$ cat src/rtl/cache_pkg.sv
// Shared types and geometry for the 2-way, 8-set, 32-byte-line data cache controller.
package cache_pkg;
  localparam int TAG_W      = 24;
  localparam int IDX_W      = 3;
  localparam int OFF_W      = 5;
  localparam int LINE_BYTES = 32;

  typedef enum logic [1:0] {
    IDLE      = 2'd0,
    WRITEBACK = 2'd1,
    FILL      = 2'd2,
    WTHRU     = 2'd3
  } state_e;
endpackage

$ cat src/rtl/cache_ctrl.sv
// Cache sequencing FSM: hit strobes, dirty-victim writeback, line fill and MRU write-through.
// Handshake: a CPU request (cpu_rd/cpu_wr + cpu_addr) is held stable until cpu_ready;
// memory requests stay high until the single-cycle mem_ack, then drop the next cycle.
module cache_ctrl
  import cache_pkg::*;
(
  input  logic             CLK,
  input  logic             RST,
  input  logic             cpu_rd,
  input  logic             cpu_wr,
  input  logic [31:0]      cpu_addr,
  output logic             cpu_ready,
  output logic             cpu_stall,
  input  logic             hit,
  input  logic             lru_valid,
  input  logic             lru_dirty,
  input  logic [TAG_W-1:0] lru_tag,
  output logic             addr_valid,
  output logic             update_lru,
  output logic             update_tag,
  output logic             update_cacheline,
  output logic             set_valid,
  output logic             clear_valid,
  output logic             set_dirty,
  output logic             clear_dirty,
  output logic             mem_line_rd,
  output logic             mem_line_wr,
  output logic             mem_word_wr,
  output logic [31:0]      mem_addr,
  input  logic             mem_ack,
  output logic [1:0]       dbg_state_o
);

  state_e state_q, state_d;
  logic   req;
  logic   hit_is_lru;

  assign req        = cpu_rd | cpu_wr;
  assign hit_is_lru = lru_valid & (lru_tag == cpu_addr[31:32-TAG_W]);

  always_ff @(posedge CLK) begin
    if (RST) state_q <= IDLE;
    else     state_q <= state_d;
  end

  always_comb begin
    state_d          = state_q;
    cpu_ready        = 1'b0;
    addr_valid       = 1'b0;
    update_lru       = 1'b0;
    update_tag       = 1'b0;
    update_cacheline = 1'b0;
    set_valid        = 1'b0;
    clear_valid      = 1'b0;
    set_dirty        = 1'b0;
    clear_dirty      = 1'b0;
    mem_line_rd      = 1'b0;
    mem_line_wr      = 1'b0;
    mem_word_wr      = 1'b0;
    mem_addr         = 32'h0;
    if (!RST) begin
      unique case (state_q)
        IDLE: begin
          if (req) begin
            if (hit) begin
              // A simultaneous rd+wr is treated as a write.
              if (!cpu_wr) begin
                update_lru = 1'b1;
                cpu_ready  = 1'b1;
              end else if (hit_is_lru) begin
                addr_valid = 1'b1;
                set_dirty  = 1'b1;
                update_lru = 1'b1;
                cpu_ready  = 1'b1;
              end else begin
                // Dirty can only be set on the LRU way, so an MRU write goes to memory too.
                addr_valid = 1'b1;
                update_lru = 1'b1;
                state_d    = WTHRU;
              end
            end else begin
              state_d = (lru_valid & lru_dirty) ? WRITEBACK : FILL;
            end
          end
        end
        WRITEBACK: begin
          mem_line_wr = 1'b1;
          mem_addr    = {lru_tag, cpu_addr[OFF_W+IDX_W-1:OFF_W], {OFF_W{1'b0}}};
          if (mem_ack) begin
            clear_dirty = 1'b1;
            clear_valid = 1'b1;
            state_d     = FILL;
          end
        end
        FILL: begin
          mem_line_rd = 1'b1;
          mem_addr    = {cpu_addr[31:OFF_W], {OFF_W{1'b0}}};
          if (mem_ack) begin
            update_cacheline = 1'b1;
            update_tag       = 1'b1;
            set_valid        = 1'b1;
            clear_dirty      = 1'b1;
            state_d          = IDLE;
          end
        end
        WTHRU: begin
          mem_word_wr = 1'b1;
          mem_addr    = cpu_addr;
          if (mem_ack) begin
            cpu_ready = 1'b1;
            state_d   = IDLE;
          end
        end
        default: state_d = IDLE;
      endcase
    end
  end

  assign cpu_stall   = req & ~cpu_ready;
  assign dbg_state_o = state_q;

endmodule

$ cat config.mk
export PLATFORM = sky130hd
export DESIGN_NAME = cache_ctrl
export DESIGN_NICKNAME = d
export VERILOG_FILES = /design/src/rtl/cache_pkg.sv /design/src/rtl/cache_ctrl.sv
export SDC_FILE = /design/constraint.sdc
export NUM_CORES = 1
export LEC_CHECK = 0
export CAP_MARGIN = 15
export CORE_AREA = 2 2 66 68
export CTS_BUF_LIST = sky130_fd_sc_hd__clkbuf_8
export DETAILED_ROUTE_END_ITERATION = 6
export DIE_AREA = 0 0 68 70
export GPL_ROUTABILITY_DRIVEN = 0
export GPL_TIMING_DRIVEN = 0
export PLACE_DENSITY = 0.8
export SLEW_MARGIN = 20
export SYNTH_ARGS = -nofsm -noshare
export SYNTH_HDL_FRONTEND = slang
export SYNTH_SLANG_ARGS = --single-unit
$ cat constraint.sdc
create_clock -name CLK -period 1.7 [get_ports CLK]
set_clock_uncertainty 0.1 [all_clocks]
set_input_delay 0.17 -clock CLK [delete_from_list [all_inputs] [get_ports CLK]]
set_output_delay 0.17 -clock CLK [all_outputs]
set_load 0.01 [all_outputs]
[Yosys cells after proc, flatten, opt, wreduce, memory -nomap -nowiden]
Cells that the tools add are included.
Word-level totals
  bits in registers: 2
  output and inout port bits: 47
  input port bits: 64
Cells by class
  eq/ne operators: 9
  muxes and demuxes: 43
  bitwise logic cells: 5
  reductions and logical operators: 4
Operators by type and width (count)
  32-bit case mux with 3 select lines: 1
  1-bit 2-to-1 mux: 32
  32-bit 2-to-1 mux: 1
  24-bit equality test: 1
  2-bit 2-to-1 mux: 7
  3-bit != test, second input constant: 2
  2-bit case mux with 3 select lines: 1
  5-bit AND reduction: 1
  2-bit equality test, second input constant: 2
  2-bit != test, second input constant: 2
  2-bit OR reduction: 2
  1-bit bitwise AND: 3
  2-bit by 1-bit equality test with 1-bit output, second input constant: 1
  2-bit zero test: 1
  2-bit by 1-bit != test with 1-bit output, second input constant: 1
  1-bit case mux with 2 select lines: 1
  1-bit inverter: 1
  1-bit bitwise OR: 1

[Longest topological paths before layout]
  word-level depth: 10
  depth in mapped cells: 9
  gate-level depth less buffers: 8

[Worst setup path after synthesis]
No wires, ideal clock.
  path kind: reg2reg
  from: register state_q[0], in the netlist dbg_state_o[0]
  to: register state_q[1], in the netlist dbg_state_o[1]
  stages on the path, launching flop included: 10
  arrival time: 1.734 ns
  buffers on the path: 1
  setup time: 0.123 ns
  path slack: -0.257 ns
  cell sequence: dfxtp_1 inv_1 ha_1 or2_1 buf_2 nor2_1 nor2_1 a21oi_1 o21ai_2 mux2_1
On the way
  longest elaborated chain between the ends: 4
  elaborated cells between the ends (all ways): 12
  classes of those cells: eq/ne (8); mux (1); reduce/logical (3)
Ends and longest elaborated chain
  from (decl): RTL line cache_ctrl.sv:34  | state_e state_q, state_d;
  from (signal assigned): RTL line cache_ctrl.sv:43  | else state_q <= state_d;
  2-bit equality test: RTL line cache_ctrl.sv:62  | unique case (state_q)
  2-bit OR reduction (no line)
  2-bit by 1-bit != test with 1-bit output (no line)
  5-bit AND reduction (no line)
Several ways; a longest one is shown, not always the timed one.
A chain may end at the register's enable or synchronous reset.

[Final worst setup path]
  from: register state_q[0], in the netlist dbg_state_o[0]
  to: output mem_addr[30]
On the way
  longest elaborated chain between the ends: 3
  elaborated cells between the ends (all ways): 5
  classes of those cells: eq/ne (3); mux (2)
Ends and longest elaborated chain
  2-bit equality test or 2-bit by 1-bit equality test with 1-bit output (tied branches): RTL line cache_ctrl.sv:62
  32-bit case mux with 3 select lines *: RTL line cache_ctrl.sv:62
  32-bit 2-to-1 mux *: RTL line cache_ctrl.sv:61  | if (!RST) begin
  to (decl): RTL line cache_ctrl.sv:29  | output logic [31:0] mem_addr,
Mark *: on every way between the ends. The rest lies on a longest branch, timed or not.

==> key figures <==
Timing
  • Rel. slew slack: 81.6%
  • Fin crit period: 1930 ps
  • Final Setup Violations: 32
  • Final setup TNS: -5760 ps
  • Worst-margin pin slew: 273 ps
  • RSZ-0062 raised after global routing: true
  • Fraction of the cycle the final worst path needs: 113%
  • Fmax: 0.519 GHz
  • Setup ws final: -228 ps
  • Final Hold Vio Count: 0
  • Slew Viols, Final: 0

Min path
  • Hold_sp: dbg_state_o[0]
  • Hold Crit Endpoint: dbg_state_o[0]
  • Hold Path Depth: 2
  • Hold WC Path Type: reg -> reg

Yosys
  • EDFF count, synth: 0
  • Ys async rst share: 0%
  • Distinct cells, synth: 33
  • Syn nets: 221
  • Post-synth top flop: dfxtp_1
  • Synth Warn #: 0
  • Synthesized area: 1000 um^2
  • Cells after synthesis: 153
  • FF+latch count, synth: 2
  • Syn_area_per_cell: 6.57 um^2
  • Sequential area share after synthesis: 3.99%

Placed design
  • I/O Buffers: 110
  • DP Area: 2280 um^2
  • Pre-CTS setup slack: -923 ps
  • Hpwl dp: 3510 um

Critical path
  • Worst-path fanout max: 5
  • R2R Setup Slk: -170 ps
  • Worst r2r dst: dbg_state_o[1]
  • Worst R2R Path Depth: 8
  • Cells along the critical path: ha_2 -> or2_4 -> buf_8 -> clkbuf_16 -> a22oi_2 -> nor2_2 -> buf_2
  • Critical path's slowest cell: dfxtp_4
  • Required time of the critical path: 1430 ps
  • FF-to-FF Start: dbg_state_o[0]
  • Delay of the slowest critical-path stage: 350 ps
  • CP arrival: 1660 ps
  • CP top delay family: buffers and inverters
  • Critical path capture point type: output port
  • CP Launch Type: register
  • Kind of critical path: reg -> out
  • Buf/Inv on CP: 3

GRT
  • Initial antenna violation count: 0
  • GR Overflow Total: 0
  • GRT Util Overall: 19.7%
  • First-pass GRT wire length: 7420 um
  • Largest net degree at the start of global routing: 11
  • Vias in the first global route: 1674

Power and ir drop
  • Switching component of the power: 1.32 mW
  • Internal: 1.62 mW
  • Clock power frac: 6.9%
  • Cell area power density: 1050 nW/um^2
  • Reg power frac: 4.2%
  • Power consumption: 2.95 mW
  • Switching part of the total: 44.8%
  • Leak: 1.25 nW
  • Combinational Power Share: 88.8%
  • VDD IR max: 544 uV

Floorplanning
  • Num rows: 24
  • Die width: 68 um
  • Core ar.: 4140 um^2
  • Die Footprint: 4760 um^2
  • I/O pins: 111
  • Initial Utilization: 24.2%
  • Die Y-Extent: 70 um

Run status
  • Failing checks: setup timing
  • Status: finished with violations

Routing
  • DR vias/cell: 4.95
  • TritonRoute pass-1 iters: 4
  • Residual DRC: 0
  • Post-DRT Antenna Nets: 0
  • Detailed Route WL: 5060 um
  • Initial drt markers: 51
  • WL per Instance: 14.8 um
  • Via count: 1694

Cells and area
  • Max FFs per register: 2
  • Share of layout cells above drive strength 1: 62.8%
  • Antenna diodes: 0
  • Post-route cell area: 2800 um^2
  • Area growth from synthesis to layout: 179%
  • Layout net count: 359
  • Filler cell count: 350

Clocking
  • Post-CTS Hold Buffers: 0
  • Root buf cell: clkbuf_8
  • Clk Latency, worst-skew pair: 220 ps
  • Sink Count: 2
  • Total CTS buffers: 3
  • Clk slew on worst S/H paths: 30 ps
  • Clock buffer depth: 2
  • CTS tree: yes
  • H-tree level count: 1

Job
  • Max_cap viols: 0
logic make-up after synthesis:
logic type | synth area share (%)
DFF | 3.99
xor gates and xnor gates | 20.9
AOI/OAI and AO/OA | 23.9
and+or+nand+nor | 38.2
adders and majority gates | 4.98
buffers and inverters | 6.85
muxes | 1.12
power by group through the flow:
stage | sequential (mW) | combinational [mW] | clock (mW)
global placement | 0.112 | 1.76 | 0
floorplan | 0.120 | 1.04 | 0
global route | 0.125 | 2.79 | 0.211
CTS | 0.119 | 2.49 | 0.206
detailed placement | 0.113 | 1.77 | 0
finish | 0.125 | 2.62 | 0.203
metrics by stage:
stage	cells	util, %	hold slack, ps
after floorplan	153	-	349
final	342	67.6	440
after detailed placement	315	55.1	462
after global placement	315	55.1	454
after CTS	338	65.8	444
after global routing	342	67.6	446
repair_timing:
| item | in CTS | in global routing |
|---|---|---|
| endpoints found under the setup margin | 47 | 40 |
| pin swaps | 38 | 42 |
| resized for setup | 294 | 55 |
| cloned | 5 | 0 |
| buffers inserted | 15 | 4 |
worst max path at each step:
stage	from	end	slack [ps]	cells past startpoint
4_1_cts	dbg_state_o[0]	mem_addr[26]	-250	7
5_1_grt	dbg_state_o[0]	mem_addr[26]	-270	7
3_5_place_dp	cpu_addr[23]	cpu_ready	-920	7
3_3_place_gp	cpu_addr[23]	cpu_ready	-910	7
6_report	dbg_state_o[0]	mem_addr[30]	-230	7
2_1_floorplan	dbg_state_o[0]	dbg_state_o[1]	-50	9
cells in the final DEF (no fill, tap or decap), drive strengths merged, types with 4 or more instances in the layout:
master / count
inv: 5
ha: 4
dlygate4sd2: 28
a22oi: 24
clkbuf: 26
xnor2: 20
clkdlybuf4s50: 15
clkdlybuf4s15: 20
nor3: 5
nor2: 31
nor2b: 4
nand4: 7
buf: 57
and2: 11
xor2: 4
nand2: 5
worst min-delay path, delay by kind of cell, from the launching register on:
| kind | cells | cell delay (ps) |
|---|---|---|
| buf+inv | 1 | 80 |
| flops | 1 | 350 |
| compound gates | 1 | 70 |
final cells by class:
| class | count | area [um^2] | share of cell area, % |
|---|---|---|---|
| Multi-Input combinational cell | 135 | 1370 | 48.8 |
| Timing Repair Buffer | 134 | 1080 | 38.6 |
| Buffer | 11 | 175 | 6.25 |
| Tap cell | 52 | 65.1 | 2.32 |
| Sequential cell | 2 | 47.5 | 1.70 |
| Clock buffer | 3 | 41.3 | 1.47 |
| Inverter | 4 | 20.0 | 0.715 |
| Clock inverter | 1 | 3.75 | 0.134 |
layer usage:
metal  GRT usage, %  vias up  share of wire [%]
met3           3.06       12                8.8
met1           22.2      774                 37
met4           7.11        0                1.9
li1               -      824                  -
met5              0        -                  0
met2           36.0       84                 52
cells in the mapped netlist, types with 2 or more instances:
cell type / count / area, um^2
nand4_1: 7 / 43.8
clkbuf_1: 9 / 33.8
xnor2_1: 20 / 175
nor2b_1: 4 / 25.0
dfxtp_1: 2 / 40.0
inv_1: 4 / 15.0
nor2_1: 31 / 116
a21oi_1: 2 / 10.0
and2_1: 11 / 68.8
a31oi_1: 2 / 12.5
ha_1: 4 / 50.1
a22oi_1: 24 / 180
xor2_1: 4 / 35.0
nor3_1: 5 / 25.0
buf_4: 2 / 15.0
nand2_1: 5 / 18.8
Power figures use the tool's default switching activity.
